`config.mk`:
```
export PLATFORM = sky130hd
export DESIGN_NAME = fpc_linefill
export DESIGN_NICKNAME = d
export VERILOG_FILES = /design/src/rtl/fpc_pkg.sv /design/src/rtl/fpc_sync2.sv /design/src/rtl/fpc_linefill.sv
export SDC_FILE = /design/constraint.sdc
export NUM_CORES = 1
export LEC_CHECK = 0
export ABC_AREA = 1
export CAP_MARGIN = 20
export CORE_MARGIN = 5
export CORE_UTILIZATION = 45
export DETAILED_ROUTE_END_ITERATION = 7
export GPL_TIMING_DRIVEN = 0
export PLACE_DENSITY = 0.79
export SYNTH_ARGS = -nofsm -noshare
export SYNTH_HDL_FRONTEND = slang
export SYNTH_SLANG_ARGS = --single-unit
```
`constraint.sdc`:
```
create_clock -name clk -period 1.5 [get_ports clk]
set_input_delay 0.375 -clock clk [delete_from_list [all_inputs] [get_ports clk]]
set_output_delay 0.375 -clock clk [all_outputs]
set_load 0.05 [all_outputs]
```
`src/rtl/fpc_pkg.sv`:
```
// Shared types and default geometry for the scanline fill controller.
package fpc_pkg;

    typedef enum logic {
        IDLE = 1'b0,
        FILL = 1'b1
    } fpc_state_t;

    typedef struct packed {
        logic [7:0] r;
        logic [7:0] g;
        logic [7:0] b;
    } rgb_t;

    localparam int FPC_WIDTH_DEF  = 1600;
    localparam int FPC_HEIGHT_DEF = 900;
    localparam int FPC_XW         = 11;

endpackage

```
`src/rtl/fpc_sync2.sv`:
```
// Two-flop synchronizer for a pixel-domain strobe, with a one-cycle pulse on
// the synchronized falling edge.
module fpc_sync2 (
    input  logic clk,
    input  logic rst_n,
    input  logic din,
    output logic level,
    output logic fall
);

    logic meta;
    logic sync;
    logic sync_q;

    always_ff @(posedge clk or negedge rst_n) begin
        if (!rst_n) begin
            meta   <= 1'b0;
            sync   <= 1'b0;
            sync_q <= 1'b0;
        end else begin
            meta   <= din;
            sync   <= meta;
            sync_q <= sync;
        end
    end

    assign level = sync;
    assign fall  = sync_q & ~sync;

endmodule

```
`src/rtl/fpc_linefill.sv`:
```
// Scanline fill controller: fetches the next display line from the framebuffer
// into the RGB scanline RAMs. Define FPC_LINEFILL_UNDERRUN_CNT_EN for the underrun counter.
module fpc_linefill
    import fpc_pkg::*;
#(
    parameter int WIDTH   = FPC_WIDTH_DEF,
    parameter int HEIGHT  = FPC_HEIGHT_DEF,
    parameter int AW      = 24,
    parameter int FB_BASE = 0,
    parameter int STRIDE  = 1600
) (
    input  logic              clk,
    input  logic              rst_n,
    input  logic              linesync,
    input  logic              framesync,
    output logic              mem_req,
    output logic [AW-1:0]     mem_addr,
    input  logic              mem_ack,
    input  logic [23:0]       mem_rdata,
    output logic [FPC_XW-1:0] addr,
    output logic [7:0]        rdata,
    output logic [7:0]        gdata,
    output logic [7:0]        bdata,
    output logic              rwe,
    output logic              gwe,
    output logic              bwe,
    output logic              busy,
    output logic              underrun,
    input  logic              underrun_clr,
    output logic [15:0]       underrun_cnt
);

    localparam int NLW = (HEIGHT < 1) ? 1 : $clog2(HEIGHT + 1);
    localparam logic [FPC_XW-1:0] X_LAST    = FPC_XW'(WIDTH - 1);
    localparam logic [AW-1:0]     BASE0     = AW'(FB_BASE);
    localparam logic [AW-1:0]     STEP      = AW'(STRIDE);
    localparam logic [NLW-1:0]    LAST_LINE = NLW'(HEIGHT);

    fpc_state_t        state;
    fpc_state_t        state_next;
    logic [FPC_XW-1:0] x;
    logic [AW-1:0]     line_base;
    logic [NLW-1:0]    next_line;
    logic              line_fall;
    logic              frame_lvl;
    logic              line_lvl_unused;
    logic              frame_fall_unused;
    logic              fill_go;
    logic [AW-1:0]     fill_base;
    logic              take;
    logic              underrun_evt;
    logic              we_q;
    rgb_t              pix_q;

    fpc_sync2 u_line_sync (
        .clk   (clk),
        .rst_n (rst_n),
        .din   (linesync),
        .level (line_lvl_unused),
        .fall  (line_fall)
    );

    fpc_sync2 u_frame_sync (
        .clk   (clk),
        .rst_n (rst_n),
        .din   (framesync),
        .level (frame_lvl),
        .fall  (frame_fall_unused)
    );

    // A line_fall selects the next line to fetch, or nothing during vertical blanking.
    always_comb begin
        fill_go   = 1'b0;
        fill_base = line_base;
        if (line_fall) begin
            if (frame_lvl) begin
                fill_go   = 1'b1;
                fill_base = BASE0;
            end else if (next_line < LAST_LINE) begin
                fill_go = 1'b1;
            end
        end
    end

    always_ff @(posedge clk or negedge rst_n) begin
        if (!rst_n) begin
            line_base <= BASE0;
            next_line <= '0;
        end else if (line_fall) begin
            if (frame_lvl) begin
                line_base <= BASE0 + STEP;
                next_line <= NLW'(1);
            end else if (next_line < LAST_LINE) begin
                line_base <= line_base + STEP;
                next_line <= next_line + NLW'(1);
            end
        end
    end

    always_ff @(posedge clk or negedge rst_n) begin
        if (!rst_n) begin
            state <= IDLE;
        end else begin
            state <= state_next;
        end
    end

    // Any trigger while filling aborts the current line; a blanking trigger leaves us idle.
    always_comb begin
        state_next   = state;
        take         = 1'b0;
        underrun_evt = 1'b0;
        case (state)
            IDLE: begin
                if (fill_go) begin
                    state_next = FILL;
                end
            end
            FILL: begin
                take = mem_ack;
                if (line_fall) begin
                    underrun_evt = 1'b1;
                    state_next   = fill_go ? FILL : IDLE;
                end else if (mem_ack && (x == X_LAST)) begin
                    state_next = IDLE;
                end
            end
            default: state_next = IDLE;
        endcase
    end

    always_ff @(posedge clk or negedge rst_n) begin
        if (!rst_n) begin
            x        <= '0;
            mem_addr <= BASE0;
            we_q     <= 1'b0;
            addr     <= '0;
            pix_q    <= '0;
        end else begin
            we_q <= take;
            if (take) begin
                addr  <= x;
                pix_q <= rgb_t'(mem_rdata);
            end
            if (fill_go) begin
                x        <= '0;
                mem_addr <= fill_base;
            end else if (take) begin
                x        <= x + FPC_XW'(1);
                mem_addr <= mem_addr + AW'(1);
            end
        end
    end

    always_ff @(posedge clk or negedge rst_n) begin
        if (!rst_n) begin
            underrun <= 1'b0;
        end else if (underrun_clr) begin
            underrun <= 1'b0;
        end else if (underrun_evt) begin
            underrun <= 1'b1;
        end
    end

`ifdef FPC_LINEFILL_UNDERRUN_CNT_EN
    logic [15:0] cnt;

    always_ff @(posedge clk or negedge rst_n) begin
        if (!rst_n) begin
            cnt <= '0;
        end else if (underrun_clr) begin
            cnt <= '0;
        end else if (underrun_evt && (cnt != 16'hFFFF)) begin
            cnt <= cnt + 16'd1;
        end
    end

    assign underrun_cnt = cnt;
`else
    assign underrun_cnt = 16'd0;
`endif

    assign busy    = (state == FILL);
    assign mem_req = busy;
    assign rwe     = we_q;
    assign gwe     = we_q;
    assign bwe     = we_q;
    assign rdata   = pix_q.r;
    assign gdata   = pix_q.g;
    assign bdata   = pix_q.b;

endmodule

```
==> results of run 1 <==
[final cells by class]
class,instances,area share (%)
repair buffers,111,13.0
well taps,168,2.79
clock inverters,6,0.964
clock buffers,10,3.17
multi-input cells,549,36.0
flip-flops and latches,106,35.5
plain buffers,44,4.95
inverters,70,3.57
[power groups by stage]
stage,Clock [mW],Sequential (mW),Combinational (mW)
6_report,2.49,3.55,2.59
4_1_cts,2.52,3.53,2.50
3_5_place_dp,0,3.59,2.56
2_1_floorplan,0,4.34,0.892
5_1_grt,2.65,3.60,2.79
3_3_place_gp,0,3.58,2.52
[how the worst max path moves through the flow]
stage | from | to | depth (start not counted)
after floorplan | mem_addr[0]$_DFFE_PN0P_ | mem_addr[21]$_DFFE_PN0P_ | 7
after global placement | rst_n | mem_addr[12]$_DFFE_PN0P_ | 1
after CTS | mem_addr[5]$_DFFE_PN0P_ | mem_addr[5] | 1
final | next_line[4]$_DFFE_PN0P_ | mem_addr[9]$_DFFE_PN0P_ | 9
after detailed placement | mem_ack | addr[0]$_DFFE_PN0P_ | 6
after global routing | next_line[4]$_DFFE_PN0P_ | mem_addr[9]$_DFFE_PN0P_ | 9
[Yosys cell counts (all sizes together) (2+ instances only)]
cell	n	area share [%]
nand4	12	1.3
nand3	62	5.5
o21ai	34	3.0
o21bai	6	0.80
clkbuf	6	0.40
o211ai	2	0.27
nand2	257	17
or2	2	0.22
dfrtp	106	47
nor3	14	1.4
a21oi	43	3.8
a21boi	3	0.40
and3	2	0.22
buf	39	5.3
ha	4	0.89
inv	69	4.6
nor2	79	5.5
nand3b	2	0.27
xor2	4	0.62
[layer usage]
layer  part of all wire [%]  up-vias  wire length [µm]
met3                    5.6       35               873
met1                     42     2565              6510
li1                       -     2661                 -
met2                     49      190              7660
met4                    2.9        0               455
met5                      0        -                 0
[sequential cells by signal (all words and copies together), names as in the netlist]
register,cells
busy,1
bwe,1
gdata,8
line_base,18
mem_addr,24
u_line_sync.sync_q,1
u_frame_sync.meta,1
underrun,1
u_line_sync.meta,1
u_frame_sync.level,1
rdata,8
next_line,10
u_line_sync.level,1
bdata,8
x,11
addr,11
[stage by stage]
stage | instance area [µm²] | TNS, ns
6_report | 7530 | -0.941
3_3_place_gp | 6900 | -465.34
3_5_place_dp | 6930 | -34.69
5_1_grt | 7530 | -5.16
4_1_cts | 7280 | 0
2_1_floorplan | 5750 | 0
[logic make-up (layout without fill, tap and decap cells)]
| group | Yosys count | after routing | synth area share [%] |
|---|---|---|---|
| fa+ha+maj | 4 | 4 | 0.888 |
| simple gates | 433 | 433 | 32.2 |
| compound gates | 91 | 91 | 8.72 |
| xor+xnor | 5 | 5 | 0.777 |
| other cells | 1 | 16 | 0.0665 |
| flops | 106 | 106 | 47.0 |
| buf+inv | 115 | 241 | 10.3 |
[worst max-delay path: stages (launching register included)]
cell,delay [ns]
dfrtp_2,0.44
nor2_2,0.14
nand3_2,0.10
nand2_4,0.10
nand2_4,0.07
buf_12,0.14
nor2_4,0.14
buf_6,0.14
nand2_1,0.09
a21oi_2,0.15
[repair_timing]
item,in CTS,in global routing
hold endpoints to repair,0,0
pin swaps,1,14
resized for setup,280,109
cloned,0,2
endpoints found under the setup margin,156,92
setup buffers,7,7
==> impl_metrics.tcl, run 1 <==
set metrics [dict create \
    cp.required_ns 1.79 \
    crit_fanout 6 \
    violations "negative setup slack" \
    rows 40 \
    ctsHoldBuffers 0 \
    vias_per_cell 5.12 \
    worst_slew_pin_slew_ns 0.667 \
    total_power_mw 8.63 \
    p_leak_nw 3.65 \
    setup_viol 27 \
    num_vias 5451 \
    rsz0062_at_grt "yes" \
    antenna_found_initial 0 \
    ys_ff_latch 106 \
    final_nets 925 \
    timing.slew.headroom_pct 55.5 \
    combPwrFrac_pct 30.0 \
    path_clk_slew_ns 0.08 \
    fill_cells 1049 \
    fin_crit_sh_pct 106 \
    period_needed_ns 1.58 \
    core_area_um2 12200 \
    postSynthAreaPerCell_um2 7.47 \
    n_antenna_cell 0 \
    synth_cell_types 36 \
    grt_max_degree 59 \
    start_kind "flip-flop" \
    status "complete, but fails checks" \
    place_ws_ns -0.630 \
    p_seq_share_pct 41.1 \
    drtIter0Drc 631 \
    routed_wl_um 15500 \
    crit_arrival_ns 1.87 \
    io_pins 111 \
    initial_core_util_pct 46.4 \
    fp.dieW_um 122 \
    synth_edf_count 0 \
    r2r_cells 9 \
    drv_cap 0 \
    r2r_slack_ns -0.08 \
    multi_input_area_um2 2710 \
    fmax_ghz 0.631 \
    r2r_start "next_line[4]$_DFFE_PN0P_" \
    busiest_layer "met2" \
    yosys_warnings 0 \
    grt_pass1_vias 5050 \
    final-seq-area_um2 2680 \
    postLayoutCoreUtil_pct 61.9 \
    async_flop_share_pct 100 \
    hpwl_um 10500 \
    clockRootBuffer "clkbuf_16" \
    ant_nets 0 \
    worstSkewPairLatency_ns 0.36 \
    drc 0 \
    hp-class "primary input to asynchronous set/reset pin" \
    port_buffers 94 \
    grt_pass1_wl_um 24800 \
    worst_slack_ns -0.0836 \
    p_int_mw 5.35 \
    grtUsageMet3_pct 2.88 \
    netlist_instances 755 \
    die-area_um2 14900 \
    firstDrtPassIters 8 \
    clock_skew_ns 0.00832 \
    worstSetupEndpointType "flip-flop" \
    grt_use_met1_pct 27.1 \
    overflow 0 \
    drive_gt1_share_pct 25.2 \
    ys.flop_type "dfrtp_1" \
    critical_path_class "flip-flop to flip-flop" \
    place_congestion 0.950 \
    layout_commonest_cell "nand2_1" \
    htreeDepth 3 \
    hold_viol 0 \
    drv_slew 0 \
    placed_cells 1033 \
    p_switching_mw 3.27 \
    synthToLayoutAreaGrowth_pct 33.5 \
    powerDensity_nw_per_um2 1150 \
    fin_cells 1064 \
    ys_seq_area_share_pct 47.0 \
    grt_usage_pct 20.9 \
    mostFrequentLayoutCells "nand2_1 (238), dfrtp_1 (88), inv_1 (68)" \
    avgRoutedWirePerCell_um 14.6 \
    swShare_pct 37.9 \
    clock_path_buffers 2 \
    cts_made_buffers 9 \
    die_h_um 122 \
    timing.hold.ws_ns 0.0389 \
    worstReg2RegEnd "mem_addr[9]$_DFFE_PN0P_" \
    gr-usage-met2_pct 35.0 \
    pwr-share-clk_pct 28.9 \
    syn_area_um2 5640 \
    cts.sinks 106 \
    peakVddDrop_mv 0.561 \
    cts_tree "built" \
]
(Power assumes the default switching activity.)
==> inputs of run 2 (changes only) <==
- TNS_END_PERCENT: unset -> 5
==> impl_metrics.tcl, run 2 (synthesis results as in run 1) <==
set metrics [dict create \
    worst_slack_ns -0.0980 \
    port_buffers 94 \
    worstSkewPairLatency_ns 0.36 \
    layout_commonest_cell "nand2_1" \
    vias_per_cell 5.05 \
    rows 40 \
    fin_crit_sh_pct 107 \
    reg.largest.list "mem_addr x24, line_base x18" \
    drv_slew 0 \
    mostFrequentLayoutCells "nand2_1 (244), dfrtp_1 (91), inv_1 (68)" \
    htreeDepth 3 \
    initial_core_util_pct 46.4 \
    setup_viol 21 \
    n_antenna_cell 0 \
    cp.required_ns 1.78 \
    postLayoutCoreUtil_pct 61.2 \
    hp-class "primary input to asynchronous set/reset pin" \
    final-seq-area_um2 2670 \
    die-area_um2 14900 \
    critical_path_class "flip-flop to flip-flop" \
    multi_input_area_um2 2630 \
    grt_max_degree 62 \
    grt_pass1_vias 4996 \
    fmax_ghz 0.626 \
    period_needed_ns 1.60 \
    drtIter0Drc 531 \
    timing.slew.headroom_pct 59.0 \
    rsz0062_at_grt "yes" \
    clockRootBuffer "clkbuf_16" \
    hpwl_um 10500 \
    grt_usage_pct 20.3 \
    cts_tree "built" \
    routed_wl_um 15200 \
    design_area_um2 7440 \
    worstSetupEndpointType "flip-flop" \
    synthToLayoutAreaGrowth_pct 31.9 \
    core_area_um2 12200 \
    io_pins 111 \
    cts.sinks 106 \
    ctsHoldBuffers 0 \
    drc 0 \
    timing.hold.ws_ns 0.0253 \
    avgRoutedWirePerCell_um 14.3 \
    fill_cells 1080 \
    clock_skew_ns 0.00973 \
    fp.dieW_um 122 \
    final_nets 918 \
    die_h_um 122 \
    status "complete, but fails checks" \
    p_leak_nw 3.57 \
    ant_nets 0 \
    crit_fanout 10 \
    overflow 0 \
    num_vias 5343 \
    crit_arrival_ns 1.88 \
    start_kind "flip-flop" \
    post_dp_cell_area_um2 6910 \
    powerDensity_nw_per_um2 1150 \
    firstDrtPassIters 6 \
    cts_made_buffers 9 \
    grt_pass1_wl_um 24200 \
    worst_slew_pin_slew_ns 0.615 \
    clock_path_buffers 2 \
    antenna_found_initial 0 \
    drv_cap 0 \
    peakVddDrop_mv 0.591 \
    regMostFlops "mem_addr" \
    largest_reg_flops 24 \
    hold_viol 0 \
    place_congestion 0.880 \
    path_clk_slew_ns 0.07 \
    total_power_mw 8.57 \
    drive_gt1_share_pct 21.9 \
    violations "negative setup slack" \
]
[run 2: cell types whose count changed in the layout (fill, tap and decap cells not counted), moves of 5 or more]
| cell | delta |
|---|---|
| buf_2 | -15 |
| clkdlybuf4s15_2 | +11 |
| a21oi_1 | +10 |
| a21oi_2 | -10 |
| nand2_1 | +6 |
| nand3_1 | +6 |
| nand3_2 | -6 |
| nand2_2 | -5 |
[run 2: worst paths after layout]
check	start	endpoint	slack (ns)	cells after the start
worst max-delay path	next_line[2]$_DFFE_PN0P_	next_line[1]$_DFFE_PN0P_	-0.1	10
worst min-delay path	rst_n	gdata[2]$_DFFE_PN0P_	0.03	1
worst max register to register	next_line[2]$_DFFE_PN0P_	next_line[1]$_DFFE_PN0P_	-0.1	10
worst min register to register	u_frame_sync.meta$_DFF_PN0_	u_frame_sync.level$_DFF_PN0_	0.35	0
max in group asynchronous	rst_n	mem_addr[9]$_DFFE_PN0P_	0.75	2
min in group clk	u_frame_sync.meta$_DFF_PN0_	u_frame_sync.level$_DFF_PN0_	0.35	0
[run 2: timing repair]
action | 4_1_cts | 5_1_grt
gates resized for setup | 273 | 73
gates cloned | 0 | 1
pin swaps | 5 | 5
buffers inserted | 0 | 7
endpoints found under the setup margin | 158 | 106
[run 2: worst max-delay path, stage by stage, from the launching register on]
cell and delay, ns:
dfrtp_1 0.44, nor2_1 0.14, nand3_1 0.13, nand2_4 0.11
nand2_4 0.06, buf_12 0.15, nor2_4 0.11, buf_4 0.16
buf_12 0.10, nand2_1 0.05, o21ai_1 0.07
[run 2: final cells by class]
type	count	area share, %
flip-flops and latches	106	35.9
multi-input cells	549	35.3
repair buffers	103	13.0
plain buffers	45	5.11
inverters	70	3.60
clock buffers	10	3.21
well taps	168	2.83
clock inverters	6	0.992
[run 2: power by group]
group	switching (mW)	internal, mW
registers	0.355	3.20
clock network	1.12	1.36
logic	1.76	0.771
total	3.23	5.33
[run 2: metal layers]
layer	global-route usage, %	wire (µm)	vias to the layer above
met2	34.7	7740	165
met1	26.4	6330	2522
met3	2.55	840	18
met5	0	0	-
met4	7.91	249	0
li1	-	-	2638
[run 2: metrics by stage]
| stage | setup TNS [ns] | setup slack (ns) | instances |
|---|---|---|---|
| after floorplan | -0.193 | -0.0363 | 770 |
| after global placement | -473.94 | -4.49 | 1032 |
| after detailed placement | -38.81 | -0.684 | 1033 |
| after CTS | -3.51 | -0.128 | 1049 |
| after global routing | -3.25 | -0.156 | 1057 |
| final | -0.717 | -0.0980 | 1057 |
==> inputs of run 3 (changes only) <==
- SLEW_MARGIN: unset -> 10
==> impl_metrics.tcl, run 3 (synthesis results as in run 1) <==
set metrics [dict create \
    status "complete, but fails checks" \
    violations "negative setup slack" \
    cp.required_ns 1.77 \
    largest_reg_flops 24 \
    drv_cap 0 \
    drv_slew 0 \
    r2r_start "next_line[5]$_DFFE_PN0P_" \
    period_needed_ns 1.54 \
    grt_pass1_vias 4916 \
    setup_viol 7 \
    clock_skew_ns 0.00739 \
    powerDensity_nw_per_um2 1140 \
    die_h_um 122 \
    hold_end "u_frame_sync.level$_DFF_PN0_" \
    place_congestion 0.880 \
    start_kind "flip-flop" \
    clock_path_buffers 2 \
    firstDrtPassIters 6 \
    synthToLayoutAreaGrowth_pct 32.0 \
    worstSkewPairLatency_ns 0.36 \
    reg.largest.list "mem_addr x24, line_base x18" \
    worstReg2RegEnd "mem_addr[8]$_DFFE_PN0P_" \
    hpwl_um 10500 \
    place_ws_ns -0.692 \
    drive_gt1_share_pct 22.2 \
    r2r_slack_ns -0.04 \
    avgRoutedWirePerCell_um 14.2 \
    p_leak_nw 3.59 \
    num_vias 5361 \
    route.met3.wl_um 947 \
    overflow 0 \
    layout_commonest_cell "nand2_1" \
    port_buffers 94 \
    placed_cells 1033 \
    peakVddDrop_mv 0.608 \
    crit_path_frequent_cell "nand2_4" \
    routed.top_layer "met4" \
    timing.hold.ws_ns 0.349 \
    fin_cells 1061 \
    path_clk_slew_ns 0.07 \
    grt_max_degree 62 \
    die-area_um2 14900 \
    io_pins 111 \
    worst_hold_path.num_cells 0 \
    drc 0 \
    drtIter0Drc 428 \
    hold_viol 0 \
    grt_usage_pct 20.4 \
    r2r_cells 9 \
    fin_crit_sh_pct 102 \
    hp-start "u_frame_sync.meta$_DFF_PN0_" \
    worstSetupEndpointType "flip-flop" \
    ant_nets 0 \
    routed_wl_um 15000 \
    path_cells "nor2_1 -> nand3_1 -> nand2_4 -> nand2_4 -> buf_12 -> nor2_4 -> buf_4 -> nand2_1 -> a22oi_1" \
    fmax_ghz 0.651 \
    cts_made_buffers 9 \
    fp.dieW_um 122 \
    htreeDepth 3 \
    fill_cells 1085 \
    critical_path_class "flip-flop to flip-flop" \
    met1_length_um 6360 \
    n_antenna_cell 0 \
    worst_slack_ns -0.0364 \
    grt_pass1_wl_um 24400 \
    clockRootBuffer "clkbuf_16" \
    rows 40 \
    initial_core_util_pct 46.4 \
    cts_tree "built" \
    cpPeakStageDelay_ns 0.43 \
    core_area_um2 12200 \
    hp-class "flip-flop to flip-flop" \
    dr_wl_met2_um 7430 \
    crit_arrival_ns 1.81 \
    crit_fanout 10 \
    vias_per_cell 5.05 \
    rsz0062_at_grt "yes" \
    antenna_found_initial 0 \
    cpMaxStageDelayCell "dfrtp_1" \
    regMostFlops "mem_addr" \
    cts.sinks 106 \
    mostFrequentLayoutCells "nand2_1 (244), dfrtp_1 (92), inv_1 (67)" \
    final_nets 922 \
]
[run 3: cell types whose count changed in the layout (fill, tap and decap cells not counted), moves of 5 or more]
cell / before / now
o21ai_1: 6 / 13
buf_2: 20 / 25
o21ai_0: 23 / 18
clkdlybuf4s15_2: 34 / 28
[run 3: repair_timing]
item | CTS | global route
pin swaps | 5 | 6
gates resized for setup | 281 | 85
gates cloned | 0 | 1
hold endpoints to repair | 45 | 0
buffers inserted | 0 | 10
setup endpoints to repair | 158 | 113
hold buffers | 1 | 0
[run 3: how the worst max path moves through the flow]
stage / from / end / cells past startpoint
after floorplan: mem_addr[13]$_DFFE_PN0P_ / mem_addr[19]$_DFFE_PN0P_ / 7
after global placement: rst_n / mem_addr[9]$_DFFE_PN0P_ / 1
after detailed placement: mem_ack / bdata[0]$_DFFE_PN0P_ / 6
after CTS: mem_ack / x[9]$_DFFE_PN0P_ / 9
after global routing: next_line[2]$_DFFE_PN0P_ / mem_addr[12]$_DFFE_PN0P_ / 11
final: next_line[5]$_DFFE_PN0P_ / mem_addr[8]$_DFFE_PN0P_ / 9
[run 3: layout make-up]
class                           count  area (µm²)  area share, %
Buffer                             45         402           5.40
Clock buffer                       11         243           3.26
Clock inverter                      5        61.3          0.824
Inverter                           70         268           3.60
Multi-Input combinational cell    549        2640           35.4
Sequential cell                   106        2670           35.9
Tap cell                          168         210           2.82
Timing Repair Buffer              107         953           12.8
[run 3: where the power goes]
part / leakage [nW] / switching [mW] / total (mW) / internal [mW]
logic: 2.09 / 1.75 / 2.52 / 0.763
clock network: 0.151 / 1.09 / 2.45 / 1.35
registers: 1.35 / 0.350 / 3.55 / 3.20
[run 3: metrics by stage]
stage / TNS [ns] / instance area [µm²] / power, mW / util (%)
floorplan: -0.193 / 5740 / 5.23 / -
global placement: -473.94 / 6890 / 6.09 / 56.6
detailed placement: -39.34 / 6920 / 6.15 / 56.9
CTS: -2.62 / 7330 / 8.53 / 60.2
global route: -2.22 / 7440 / 8.91 / 61.2
finish: -0.130 / 7440 / 8.51 / 61.2
[run 3: metal layers]
layer  GRT usage (%)  vias to the layer above
li1                -                     2640
met1            26.7                     2522
met2            34.0                      167
met3            4.60                       32
met4            6.16                        0
met5               0                        -
[run 3: critical path, delay by kind of cell, from the launching register on]
kind | cells | cell delay, ns
buffers and inverters | 2 | 0.29
and+or+nand+nor | 6 | 0.57
AOI/OAI and AO/OA | 1 | 0.14
DFF | 1 | 0.43
